File: src/rtl/mem_port_arbiter_pkg.sv
// Shared encodings for the two-port memory arbiter.
package mem_port_arbiter_pkg;

    typedef enum logic [1:0] {
        IDLE    = 2'd0,
        ACCESS  = 2'd1,
        CAPTURE = 2'd2
    } state_t;

    typedef enum logic {
        OWN_CPU = 1'b0,
        OWN_DMA = 1'b1
    } owner_t;

endpackage

File: src/rtl/mem_port_arbiter_rr_pick2.sv
// Two-way round-robin picker; sel 0 = a, 1 = b.
module rr_pick2 (
    input  logic req_a,
    input  logic req_b,
    input  logic last,
    output logic grant_valid,
    output logic grant_sel
);

    assign grant_valid = req_a | req_b;
    // On a tie the side that did not win last time gets the slot
    assign grant_sel = (req_a & req_b) ? ~last : req_b;

endmodule

File: src/rtl/mem_port_arbiter.sv
// Round-robin CPU/DMA arbiter for a single-port sync-read memory.
module mem_port_arbiter
    import mem_port_arbiter_pkg::*;
#(
    parameter int DATA_W = 8,
    parameter int ADDR_W = 5
) (
    input  logic              clk,
    input  logic              rst,
    input  logic              cpu_req,
    input  logic              cpu_we,
    input  logic [ADDR_W-1:0] cpu_addr,
    input  logic [DATA_W-1:0] cpu_wdata,
    output logic              cpu_ack,
    input  logic              dma_req,
    input  logic              dma_we,
    input  logic [ADDR_W-1:0] dma_addr,
    input  logic [DATA_W-1:0] dma_wdata,
    output logic              dma_ack,
    output logic [DATA_W-1:0] rdata,
    output logic              mem_en,
    output logic              mem_we,
    output logic [ADDR_W-1:0] mem_addr,
    output logic [DATA_W-1:0] mem_wdata,
    input  logic [DATA_W-1:0] mem_rdata,
    output logic              busy
);

    state_t            state;
    state_t            state_nxt;
    logic              owner_q;
    logic              last_q;
    logic              we_q;
    logic [ADDR_W-1:0] addr_q;
    logic [DATA_W-1:0] wdata_q;
    logic              cpu_elig;
    logic              dma_elig;
    logic              other_elig;
    logic              gnt_valid;
    logic              gnt_sel;
    logic              load;
    logic              load_sel;

    // A requester still holding req during its ack cycle is not re-granted
    assign cpu_elig = cpu_req & ~cpu_ack;
    assign dma_elig = dma_req & ~dma_ack;
    assign other_elig = (owner_q == OWN_CPU) ? dma_elig : cpu_elig;

    rr_pick2 u_pick (
        .req_a       (cpu_elig),
        .req_b       (dma_elig),
        .last        (last_q),
        .grant_valid (gnt_valid),
        .grant_sel   (gnt_sel)
    );

    always_comb begin
        state_nxt = state;
        load      = 1'b0;
        load_sel  = gnt_sel;
        unique case (state)
            IDLE: begin
                if (gnt_valid) begin
                    load      = 1'b1;
                    state_nxt = ACCESS;
                end
            end
            ACCESS: state_nxt = CAPTURE;
            CAPTURE: begin
                if (other_elig) begin
                    load      = 1'b1;
                    load_sel  = ~owner_q;
                    state_nxt = ACCESS;
                end else begin
                    state_nxt = IDLE;
                end
            end
            default: state_nxt = IDLE;
        endcase
    end

    always_ff @(posedge clk or posedge rst) begin
        if (rst) begin
            state   <= IDLE;
            owner_q <= OWN_CPU;
            last_q  <= OWN_DMA;
            we_q    <= 1'b0;
            addr_q  <= '0;
            wdata_q <= '0;
            rdata   <= '0;
            cpu_ack <= 1'b0;
            dma_ack <= 1'b0;
        end else begin
            state   <= state_nxt;
            cpu_ack <= 1'b0;
            dma_ack <= 1'b0;
            if (state == CAPTURE) begin
                if (!we_q) rdata <= mem_rdata;
                cpu_ack <= (owner_q == OWN_CPU);
                dma_ack <= (owner_q == OWN_DMA);
            end
            if (load) begin
                owner_q <= load_sel;
                last_q  <= load_sel;
                we_q    <= load_sel ? dma_we : cpu_we;
                addr_q  <= load_sel ? dma_addr : cpu_addr;
                wdata_q <= load_sel ? dma_wdata : cpu_wdata;
            end
        end
    end

    assign mem_en    = (state == ACCESS);
    assign mem_we    = we_q & mem_en;
    assign mem_addr  = addr_q;
    assign mem_wdata = wdata_q;
    assign busy      = (state != IDLE);

endmodule

File: config.mk
export PLATFORM = sky130hd
export DESIGN_NAME = mem_port_arbiter
export DESIGN_NICKNAME = d
export VERILOG_FILES = /design/src/rtl/mem_port_arbiter_pkg.sv /design/src/rtl/mem_port_arbiter_rr_pick2.sv /design/src/rtl/mem_port_arbiter.sv
export SDC_FILE = /design/constraint.sdc
export NUM_CORES = 1
export LEC_CHECK = 0
export BUFFER_PORTS_ARGS = -buffer_cell sky130_fd_sc_hd__buf_2
export CAP_MARGIN = 15
export CORE_MARGIN = 2
export CORE_UTILIZATION = 46
export CTS_BUF_LIST = sky130_fd_sc_hd__clkbuf_8
export DETAILED_ROUTE_END_ITERATION = 7
export GPL_ROUTABILITY_DRIVEN = 0
export GPL_TIMING_DRIVEN = 1
export PLACE_DENSITY = 0.79
export SETUP_SLACK_MARGIN = 0.3
export SYNTH_ARGS = -nofsm -noshare
export SYNTH_HDL_FRONTEND = slang
export SYNTH_SLANG_ARGS = --single-unit
File: constraint.sdc
create_clock -name clk -period 1.65 [get_ports clk]
set_clock_uncertainty 0.2 [all_clocks]
set_input_delay 0.165 -clock clk [delete_from_list [all_inputs] [get_ports clk]]
set_output_delay 0.165 -clock clk [all_outputs]
set_load 0.01 [all_outputs]
=== Yosys cells after proc, flatten, opt, wreduce, memory -nomap -nowiden ===
Cells that the tools add are included.

* Equality and inequality tests: 3
* Multiplexer cells: 15
* Bitwise logic cells: 10
* Reductions and logical operators: 3

{| class="wikitable"
|+ Operators by type and width
! kind !! count
|-
| $mux 1 || 10
|-
| $mux 8 || 1
|-
| $pmux 2 s3 || 1
|-
| $mux 5 || 1
|-
| $not 1->1 || 5
|-
| $and 1x1->1 || 4
|-
| $eq 2x1->1 const B || 1
|-
| $eq 2x2->1 const B || 1
|-
| $logic_not 2->1 || 1
|-
| $mux 2 || 1
|-
| $ne 2x2->1 const B || 1
|-
| $pmux 1 s2 || 1
|-
| $reduce_and 2->1 || 1
|-
| $reduce_bool 2->1 || 1
|-
| $or 1x1->1 || 1
|}

* Register bits after elaboration: 28

=== Longest topological paths before layout ===
Gate-level depths: netlist of the first run.

* Depth after elaboration: 7
* Mapped depth: 7

=== By module ===
From an unflattened synthesis of the first run, not the netlist that was laid out.

* Cells, all modules: 130
* Area, all modules: 1502.7 µm²

{| class="wikitable"
|+ Modules (own cells, without submodules)
! module !! times used !! cells each !! area an instance (µm²) !! seq. area each (µm²)
|-
| mem_port_arbiter || 1 || 128 || 1488.9 || 701.9
|-
| rr_pick2 || 1 || 2 || 13.8 || 0.0
|}

=== Least setup slack after synthesis of the first run ===
OpenSTA, ideal clock, no wires.

* Path type: reg-to-reg
* Start: reg dma_ack
* End: reg addr_q[0] (netlist: mem_addr[0])
* Setup time: 132 ps
* Arrival: 1469 ps
* Data required time: 1318 ps
* Setup slack: -152 ps
* Cell stages (with the launch flop): 8
* Buffers on the path: 3
* Cells stage by stage: dfrtp_1 -> nand2b_1 -> buf_2 -> o211ai_2 -> and2_1 -> buf_4 -> buf_6 -> a31oi_4

* Longest elaborated chain between the ends: 7
* Elaborated cells between the ends (all ways): 12
* Those cells by class: mux: 8; bitwise: 4

{| class="wikitable"
|+ RTL lines
! element !! RTL line !! text
|-
| start: declaration || mem_port_arbiter.sv:19 || <nowiki>output logic dma_ack,</nowiki>
|-
| start signal: assignment || mem_port_arbiter.sv:100 || <nowiki>dma_ack <= (owner_q == OWN_DMA);</nowiki>
|-
| $not 1->1 (*) || mem_port_arbiter.sv:46 || <nowiki>assign dma_elig = dma_req & ~dma_ack;</nowiki>
|-
| $and 1x1->1 (*) || mem_port_arbiter.sv:46 ||
|-
| $and 1x1->1 || mem_port_arbiter_rr_pick2.sv:12 || <nowiki>assign grant_sel = (req_a & req_b) ? ~last : req_b;</nowiki>
|-
| $mux 1 || mem_port_arbiter_rr_pick2.sv:12 ||
|-
| $mux 1 || mem_port_arbiter.sv:70 || <nowiki>if (other_elig) begin</nowiki>
|-
| $mux 1 || mem_port_arbiter.sv:61 || <nowiki>unique case (state)</nowiki>
|-
| $mux 5 || mem_port_arbiter.sv:106 || <nowiki>addr_q <= load_sel ? dma_addr : cpu_addr;</nowiki>
|-
| end signal: assignment || mem_port_arbiter.sv:106 ||
|-
| end: declaration || mem_port_arbiter.sv:34 || <nowiki>logic [ADDR_W-1:0] addr_q;</nowiki>
|}

Every way passes the cells marked *; elsewhere a longest branch is shown, timed or not.
A chain may end at the register's enable or synchronous reset.

=== Worst setup path in the final report of the first run ===
* Start: reg state[0]
* End: reg addr_q[2] (netlist: mem_addr[2])

* Longest elaborated chain between the ends: 3
* Elaborated cells between the ends (all ways): 5
* Those cells by class: eq/ne: 1; mux: 3; reduce/logical: 1

{| class="wikitable"
|+ RTL lines
! element !! RTL line !! text
|-
| start: declaration || mem_port_arbiter.sv:29 || <nowiki>state_t state;</nowiki>
|-
| start signal: assignment || mem_port_arbiter.sv:94 || <nowiki>state <= state_nxt;</nowiki>
|-
| $eq 2x2->1 || mem_port_arbiter.sv:61 ||
|-
| $mux 1 || mem_port_arbiter.sv:61 ||
|-
| $mux 5 || mem_port_arbiter.sv:106 ||
|}

Several ways; a longest one is shown, not always the timed one.

==> flow_summary.toml, run 1 <==
[outcome]
outcome = "complete, but fails checks"
violations = "negative setup slack"

[setup_path]
end_kind = "flip-flop"
ff2ff_setup_slack_ps = -20
critical_path_class = "reg -> reg"
r2r-start = "state[0]"
worst_ep_required_time_ps = 1650
crit_fanout = 8
cpPeakStageDelay_ps = 400
rr_endpoint = "mem_addr[2]"
cp_slowest_cell = "dfrtp_1"
cp_data_arrival_time_ps = 1670
crit_path_start_kind = "flip-flop"
crit_chain = "and3b_4 > a21o_4 > mux2_4 > a31oi_4"
worstRegToRegCells = 4

[power_and_ir_drop]
clkPwrFrac = 0.112
switchingPower_mw = 1.83
intPower_mw = 2.99
ir_drop_uv = 835
finalPower_mw = 4.82
p_per_area_mw_per_mm2 = 1910
seqPwrFrac = 0.262
leakage_nw = 1.16
comb_power_share = 0.626
sw_frac_of_total = 0.381

[floorplanning]
fp.dieH_um = 65.3
die_x_um = 65.3
rows = 22
initial_core_util = 0.475
io_pins = 66
fp.dieArea_mm2 = 0.00426
coreArea_mm2 = 0.00363

[grt]
grt-ovfl-total = 0
grt_pass1_vias = 1575
grt_start_max_net_pins = 29
grt_pass1_wl_um = 7310
antenna_found_initial = 0
track_usage = 0.222

[min_path]
min_from = "dma_wdata[0]"
holdCritPathClass = "in -> reg"
holdPathStages = 3
worst_hold_path.endpoint = "mem_wdata[0]"

[finish]
syn2layout_area_growth_pct = 46.1
fin_area_mm2 = 0.00252
instances_no_fill = 289
final_layout_size_suffix_gt1_frac = 0.560
antenna_cells = 0
finish.utilization = 0.694
finalNetCount = 282

[route]
firstDrtPassIters = 4
wirelength_um = 4490
viasPerCell = 5.31
ant_nets = 0
post_drt_wl_per_cell_um = 15.5
via_count = 1534
drc = 0
drt_iter0_markers = 51

[logic_synthesis]
synth_area_mm2 = 0.00173
synth_cell_types = 29
async_flop_share = 1.00
ys_seq_elements = 28
synth_top_area_share = 0.391
yosys_warnings = 0
synth_top_area_cell = "dfrtp_1"
yosysSeqAreaShare = 0.407
synthTopCellsByCount = "29 x nand2_1, 27 x dfrtp_1, 15 x a21oi_1, 14 x a22oi_1, 13 x mux2_2"
ys_top_cells_by_area = "dfrtp_1 39%, a31oi_4 11%, mux2_4 8.7%, mux2_2 8.5%, nand2_1 6.3%"
synth.most_common_cell = "nand2_1"
synth_fp_nets = 194
syn_inst = 154
synth_flop_cell = "dfrtp_1"
synth_area_per_cell_um2 = 11.2
synth_edf_count = 0

[cts]
numCtsBuffers = 3
clockBufferDepth = 2
cts_tree = "yes"
worst_skew_pair.late_latency_ps = 270
clk_pin_slew_ps = 100
cts.sinks = 28
cts-root-buf = "clkbuf_8"
htree_levels = 1

[sta]
max_slew.worst_pin.slew_ps = 353
rsz0062_at_grt = "yes"
holdWs_ps = 26.6
final-max-slew-violation-count = 0
timing.final.hold_violations = 0
relSlewSlack = 0.765
layout_setup_ws_ps = -17.0
timing.setup.tns_ps = -33.0
min_period_ps = 1670
clock.fmax_mhz = 600
finalSetupViolations = 3
final_min_period_over_clock_period = 1.01

[job]
maxCapViolCount = 0

[placement]
placed_area_mm2 = 0.00222
post-place-ws_ps = -76.7
placed_cells = 269
io_buffers = 65
dp_hpwl_um = 3080
[critical path, delay by kind of cell (launching register included)]
kind | cells | cell delay [ps]
AND/OR/NAND/NOR | 1 | 340
flip-flops | 1 | 400
AO/OA/AOI/OAI | 2 | 330
multiplexers | 1 | 330
[kinds of logic (layout without fill, tap and decap cells)]
group,Yosys count,count (layout),share of synthesized area
AOI/OAI and AO/OA,47,48,0.259
buffers and inverters,13,99,0.0456
DFF,28,28,0.407
muxes,23,23,0.172
and+or+nand+nor,43,43,0.117
[power groups by stage]
stage / clock network (mW) / registers (mW) / logic, mW
global route: 0.594 / 1.31 / 3.21
detailed placement: 0 / 1.26 / 2.63
finish: 0.541 / 1.26 / 3.02
CTS: 0.542 / 1.26 / 2.93
global placement: 0 / 1.24 / 2.59
floorplan: 0 / 1.39 / 1.83
[how the worst max path moves through the flow]
stage | to | slack (ps) | depth (start not counted) | startpoint
floorplan | last_q | -90 | 6 | dma_ack
global placement | mem_wdata[0] | -40 | 4 | state[0]
detailed placement | mem_wdata[1] | -80 | 4 | state[0]
CTS | mem_addr[2] | -7 | 4 | state[0]
global route | mem_wdata[0] | -90 | 4 | state[0]
finish | mem_addr[2] | -20 | 4 | state[0]
[area by class of cell]
cell class	count	area, um2
sequential	28	703
timing repair buffer	93	622
tap	48	60.1
clock inverter	1	30.0
clock buffer	3	41.3
fill	295	1110
multi-input combinational	114	1060
inverter	2	7.51
[registers in the layout (all words and copies together), names as in the netlist]
signal / count
dma_ack: 1
owner_q: 1
state: 2
last_q: 1
rdata: 8
cpu_ack: 1
mem_wdata: 8
mem_addr: 5
we_q: 1
[timing repair]
item | in CTS | in global routing
hold endpoints to repair | 35 | 0
gates resized for setup | 13 | 1
endpoints found under the setup margin | 28 | 28
pin swaps | 21 | 0
hold buffers | 9 | 0
setup buffers | 5 | 1
gates cloned | 1 | 0
[routing by layer]
layer  track usage  wire (um)  vias to the layer above
met5             0          0                        -
met4        0.0755         57                        0
met3        0.0120        238                        4
met2         0.407       2280                       65
met1         0.278       1910                      736
li1              -          -                      729
[layout by cell type (no fill, tap or decap), types with 2 or more instances in the layout]
cell | synthesis | final
buf_2 | 3 | 64
nand2_1 | 29 | 29
dfrtp_1 | 27 | 26
mux2_4 | 10 | 23
a22oi_1 | 14 | 14
a21oi_1 | 15 | 14
buf_4 | 2 | 13
a31oi_4 | 9 | 9
dlygate4sd3_1 | 0 | 9
a31oi_1 | 5 | 5
buf_12 | 0 | 4
clkbuf_8 | 0 | 3
buf_6 | 1 | 3
nand2b_4 | 0 | 2
inv_1 | 2 | 2
a21o_4 | 1 | 2
nor2_1 | 2 | 2
nor2b_2 | 0 | 2
Power figures use the tool's default switching activity.
==> inputs of run 2 (changes only) <==
--- a/config.mk
+++ b/config.mk
@@ -5,15 +5,16 @@
 export SDC_FILE = /design/constraint.sdc
 export NUM_CORES = 1
 export LEC_CHECK = 0
+export ABC_AREA = 1
 export BUFFER_PORTS_ARGS = -buffer_cell sky130_fd_sc_hd__buf_2
 export CAP_MARGIN = 15
 export CORE_MARGIN = 2
-export CORE_UTILIZATION = 46
+export CORE_UTILIZATION = 48
 export CTS_BUF_LIST = sky130_fd_sc_hd__clkbuf_8
 export DETAILED_ROUTE_END_ITERATION = 7
 export GPL_ROUTABILITY_DRIVEN = 0
 export GPL_TIMING_DRIVEN = 1
-export PLACE_DENSITY = 0.79
+export PLACE_DENSITY = 0.81
 export SETUP_SLACK_MARGIN = 0.3
 export SYNTH_ARGS = -nofsm -noshare
 export SYNTH_HDL_FRONTEND = slang
==> constraint.sdc (replaced) <==
create_clock -name clk -period 1.59 [get_ports clk]
set_clock_uncertainty 0.2 [all_clocks]
set_input_delay 0.159 -clock clk [delete_from_list [all_inputs] [get_ports clk]]
set_output_delay 0.159 -clock clk [all_outputs]
set_load 0.01 [all_outputs]
==> flow_summary.toml, run 2 <==
[job]
maxCapViolCount = 0

[setup_path]
worstRegToRegCells = 7
crit_chain = "inv_2 > nor3_1 > buf_2"
endpoint = "mem_we"
end_kind = "primary output"
worst_ep_required_time_ps = 1230
ff2ff_setup_slack_ps = 40
crit_fanout = 4
crit_path_start_kind = "flip-flop"
cpPeakStageDelay_ps = 450
cp_slowest_cell = "dfrtp_1"
rr_endpoint = "mem_wdata[1]"
cp_num_cells = 3
r2r-start = "cpu_ack"
crit_start = "state[0]"
critPathTopFamily = "flip-flops"
cp_data_arrival_time_ps = 1200
critical_path_class = "reg -> out"
crit_buf_inv = 2

[power_and_ir_drop]
intPower_mw = 2.50
finalPower_mw = 4.25
leakage_nw = 1.32
p_per_area_mw_per_mm2 = 1790
seqPwrFrac = 0.313
comb_power_share = 0.554
ir_drop_uv = 940
switchingPower_mw = 1.75
clkPwrFrac = 0.134
sw_frac_of_total = 0.411

[cts]
numCtsBuffers = 3
cts-root-buf = "clkbuf_8"
cts.sinks = 28
htree_levels = 1
clk_pin_slew_ps = 100
worst_skew_pair.late_latency_ps = 280
clockBufferDepth = 2
cts_tree = "yes"

[logic_synthesis]
yosysSeqAreaShare = 0.480
synth_fp_nets = 215
synth_top_area_cell = "dfrtp_1"
ys_seq_elements = 28
synthTopCellsByCount = "49 x nand2_1, 34 x inv_1, 27 x dfrtp_1, 14 x nand3_1, 14 x nand4_1"
synth_edf_count = 0
yosys_warnings = 0
ys_top_cells_by_area = "dfrtp_1 46%, nand2_1 13%, inv_1 8.7%, mux2_2 6.2%, nand4_1 6.0%"
syn_inst = 175
synth_cell_types = 22
async_flop_share = 1.00
synth_area_per_cell_um2 = 8.35
synth_flop_cell = "dfrtp_1"
synth_area_mm2 = 0.00146
synth_top_area_share = 0.462
synth.most_common_cell = "nand2_1"

[finish]
layout_commonest_cell = "buf_2"
final_layout_size_suffix_gt1_frac = 0.442
finalNetCount = 315
syn2layout_area_growth_pct = 62.1
fill_cells = 192
antenna_cells = 0
layout.cells.most_common_list = "65 x buf_2, 48 x nand2_1, 34 x inv_1"

[sta]
final_min_period_over_clock_period = 0.980
layout_setup_ws_ps = 31.6
clock.fmax_mhz = 642
finalSetupViolations = 0
relSlewSlack = 0.761
max_slew.worst_pin.slew_ps = 359
timing.final.hold_violations = 0
final-max-slew-violation-count = 0
rsz0062_at_grt = "yes"
min_period_ps = 1560

[grt]
grt-ovfl-total = 0
antenna_found_initial = 0
grt_start_max_net_pins = 29
grt_pass1_wl_um = 6560
track_usage = 0.250
grt_pass1_vias = 1466

[route]
wirelength_um = 4270
ant_nets = 0
viasPerCell = 5.01
drt_iter0_markers = 31
drc = 0
via_count = 1538
post_drt_wl_per_cell_um = 13.9
firstDrtPassIters = 4

[floorplanning]
io_pins = 66
die_x_um = 59.2
fp.dieH_um = 59.2
initial_core_util = 0.491
coreArea_mm2 = 0.00298
rows = 20
fp.dieArea_mm2 = 0.00350

[min_path]
holdCritPathClass = "in -> reg"
holdPathStages = 5

[placement]
post-place-ws_ps = 89.8
dp_hpwl_um = 2290
io_buffers = 65

[outcome]
outcome = "finished, final reports clean"
==> run 2: cell count changes after synthesis, moves of 9 or more <==
cell / delta
a22oi_1: -14
a31oi_4: -9
nand4_1: +14
nand3_1: +14
inv_1: +32
mux2_4: -10
nand2_1: +20
a21oi_1: -15
==> run 2: final cells by class <==
type,count,area [um2],share of cell area
Clock inverter,1,30.0,0.0127
Multi-Input combinational cell,104,689,0.291
Sequential cell,28,703,0.297
Tap cell,33,41.3,0.0174
Clock buffer,3,41.3,0.0174
Timing Repair Buffer,100,713,0.301
Inverter,38,150,0.0634
==> run 2: repair_timing <==
item	CTS	global route
pin swaps	2	28
endpoints found under the setup margin	27	28
gates resized for setup	8	15
hold endpoints to repair	48	0
buffers inserted	5	3
cloned	1	0
hold buffers	22	0
==> run 2: cell families (layout without fill, tap and decap cells) <==
logic type / after synthesis / count (layout) / share of synthesized area
and+or+nand+nor: 93 / 94 / 0.321
buffers and inverters: 44 / 142 / 0.129
DFF: 28 / 28 / 0.480
muxes: 8 / 8 / 0.0616
AOI/OAI and AO/OA: 2 / 2 / 0.00770
==> run 2: metrics by stage <==
step	TNS (ps)	hold slack (ps)	util	area, um2	instances
after global placement	0	36.9	0.629	1870	272
final	0	8.40	0.795	2370	307
after detailed placement	0	48.8	0.629	1870	272
after floorplan	0	23.7	-	1480	175
after CTS	0	8.57	0.763	2270	304
after global routing	-473	39.8	0.795	2370	307
==> run 2: worst min-delay path by stage <==
stage / from / endpoint / slack, ps
after global placement: rst / rdata[2] / 40
after global routing: dma_wdata[2] / mem_wdata[2] / 40
final: cpu_wdata[3] / mem_wdata[3] / 8
after detailed placement: rst / rdata[2] / 50
after CTS: dma_addr[2] / mem_addr[2] / 9
after floorplan: rst / cpu_ack / 20
==> run 2: tightest hold or removal path: stages <==
cell     delay, ps
buf_2           70
inv_1           30
nand2_1         70
nand3_2         70
nand2_1         50
==> run 2: metal layers <==
layer / vias to the layer above / share of wire / GRT usage
met5: - / 0 / 0
li1: 745 / - / -
met4: 0 / 0.0054 / 0.0649
met2: 55 / 0.56 / 0.460
met3: 4 / 0.047 / 0.0306
met1: 734 / 0.39 / 0.307
==> run 2: power by group through the flow <==
stage,sequential (mW),clock (mW),combinational [mW]
2_1_floorplan,1.44,0,1.06
3_3_place_gp,1.31,0,1.78
3_5_place_dp,1.31,0,1.83
4_1_cts,1.31,0.565,2.11
5_1_grt,1.36,0.588,2.55
6_report,1.33,0.568,2.35
==> inputs of run 3 (changes only) <==
--- a/config.mk
+++ b/config.mk
@@ -5,16 +5,15 @@
 export SDC_FILE = /design/constraint.sdc
 export NUM_CORES = 1
 export LEC_CHECK = 0
-export ABC_AREA = 1
 export BUFFER_PORTS_ARGS = -buffer_cell sky130_fd_sc_hd__buf_2
 export CAP_MARGIN = 15
 export CORE_MARGIN = 2
-export CORE_UTILIZATION = 48
+export CORE_UTILIZATION = 51
 export CTS_BUF_LIST = sky130_fd_sc_hd__clkbuf_8
 export DETAILED_ROUTE_END_ITERATION = 7
 export GPL_ROUTABILITY_DRIVEN = 0
 export GPL_TIMING_DRIVEN = 1
-export PLACE_DENSITY = 0.81
+export PLACE_DENSITY = 0.83
 export SETUP_SLACK_MARGIN = 0.3
 export SYNTH_ARGS = -nofsm -noshare
 export SYNTH_HDL_FRONTEND = slang
==> flow_summary.toml, run 3 (same netlist as run 1, synthesis figures left out) <==
[floorplanning]
fp.dieH_um = 62.2
fp.dieArea_mm2 = 0.00387
initial_core_util = 0.526
io_pins = 66
rows = 21
die_x_um = 62.2
coreArea_mm2 = 0.00328

[sta]
timing.final.hold_violations = 0
holdWs_ps = 1.87
final-max-slew-violation-count = 0
finalSetupViolations = 16
rsz0062_at_grt = "yes"
relSlewSlack = 0.764
clock.fmax_mhz = 589
layout_setup_ws_ps = -108
max_slew.worst_pin.slew_ps = 354
timing.setup.tns_ps = -1230
final_min_period_over_clock_period = 1.07
min_period_ps = 1700

[cts]
clockBufferDepth = 2
worst_skew_pair.late_latency_ps = 280
cts.sinks = 28
clk_pin_slew_ps = 100
htree_levels = 1
cts-root-buf = "clkbuf_8"
numCtsBuffers = 3
cts_tree = "yes"

[setup_path]
ff2ff_setup_slack_ps = -110
cpPeakStageDelay_ps = 420
cp_data_arrival_time_ps = 1700
crit_fanout = 8
critical_path_class = "reg -> reg"
crit_path_start_kind = "flip-flop"
rr_endpoint = "mem_addr[0]"
cp_slowest_cell = "dfrtp_1"
crit_start = "state[0]"
r2r-start = "state[0]"
crit_chain = "and3b_4 > a21o_4 > mux2_4 > a31oi_4"
end_kind = "flip-flop"
worst_ep_required_time_ps = 1590
worstRegToRegCells = 4

[min_path]
min_from = "dma_wdata[0]"
worst_hold_path.endpoint = "mem_wdata[0]"
holdPathStages = 3
holdCritPathClass = "in -> reg"

[route]
ant_nets = 0
drc = 0
viasPerCell = 5.36
firstDrtPassIters = 4
post_drt_wl_per_cell_um = 15.8
via_count = 1582
wirelength_um = 4660
drt_iter0_markers = 61

[grt]
grt_start_max_net_pins = 29
grt_pass1_vias = 1629
track_usage = 0.254
grt-ovfl-total = 0
grt_pass1_wl_um = 7820
antenna_found_initial = 0

[job]
maxCapViolCount = 0

[placement]
placed_area_mm2 = 0.00225
io_buffers = 65
dp_hpwl_um = 3150

[power_and_ir_drop]
p_per_area_mw_per_mm2 = 1940
seqPwrFrac = 0.261
comb_power_share = 0.659
sw_frac_of_total = 0.395
leakage_nw = 1.21
clkPwrFrac = 0.080
switchingPower_mw = 1.98
intPower_mw = 3.04
ir_drop_uv = 872
finalPower_mw = 5.02

[outcome]
outcome = "complete, but fails checks"
violations = "negative setup slack"

[finish]
layout.cells.most_common_list = "63 x buf_2, 29 x nand2_1, 26 x dfrtp_1"
layout_commonest_cell = "buf_2"
syn2layout_area_growth_pct = 49.9
fill_cells = 192
final_layout_size_suffix_gt1_frac = 0.582
fin_area_mm2 = 0.00259
finalNetCount = 290
finish.utilization = 0.788
antenna_cells = 0
## run 3: cell count changes in the layout (fill, tap and decap cells not counted), moves of 5 or more
cell,before,now
dlygate4sd3_1,22,9
mux2_4,0,23
a22oi_1,0,14
buf_4,6,15
mux2_2,8,0
a31oi_4,0,10
inv_1,34,3
nand4_1,14,0
nand3_4,5,0
buf_6,2,12
a21oi_1,0,13
nand3_2,12,0
nand2_1,48,29
## run 3: through the flow
step,setup slack (ps),instances
2_1_floorplan,-145,154
5_1_grt,-165,295
3_3_place_gp,-110,273
4_1_cts,-83.1,292
3_5_place_dp,-165,273
6_report,-108,295
## run 3: worst max path at each step
| stage | end | slack [ps] | cells after the start |
|---|---|---|---|
| after floorplan | last_q | -150 | 6 |
| after global placement | mem_wdata[1] | -110 | 4 |
| after detailed placement | mem_wdata[4] | -170 | 4 |
| after CTS | mem_addr[0] | -80 | 4 |
| after global routing | mem_wdata[1] | -160 | 4 |
| final | mem_addr[0] | -110 | 4 |
## run 3: power by group through the flow
stage,combinational [mW],sequential [mW],clock (mW)
final,3.31,1.31,0.403
after global routing,3.51,1.36,0.439
after CTS,3.11,1.30,0.393
after detailed placement,2.79,1.30,0
after global placement,2.72,1.29,0
after floorplan,1.90,1.44,0
## run 3: layout make-up
| cell class | instances | area (um2) | share of cell area |
|---|---|---|---|
| multi-input cells | 114 | 1080 | 0.418 |
| flip-flops and latches | 28 | 703 | 0.272 |
| repair buffers | 101 | 693 | 0.268 |
| well taps | 46 | 57.6 | 0.0222 |
| clock buffers | 3 | 41.3 | 0.0159 |
| inverters | 2 | 7.51 | 0.00290 |
| clock inverters | 1 | 3.75 | 0.00145 |
## run 3: layer usage
| metal | wire [um] | part of all wire | global-route usage | vias to the layer above |
|---|---|---|---|---|
| li1 | - | - | - | 751 |
| met1 | 1890 | 0.41 | 0.298 | 775 |
| met2 | 2540 | 0.55 | 0.484 | 54 |
| met3 | 201 | 0.043 | 0.0344 | 2 |
| met4 | 24 | 0.0052 | 0.0667 | 0 |
| met5 | 0 | 0 | 0 | - |
## run 3: repair_timing
action	4_1_cts	5_1_grt
endpoints found under the setup margin	29	30
endpoints found under the hold margin	35	0
pin swaps	20	3
hold buffers	9	0
gates cloned	1	0
gates resized for setup	15	12
buffers inserted	5	3
## run 3: worst max-delay path, delay by kind of cell (launching register included)
kind,cells,cell delay (ps)
muxes,1,330
AOI/OAI and AO/OA,2,320
DFF,1,420
and+or+nand+nor,1,340
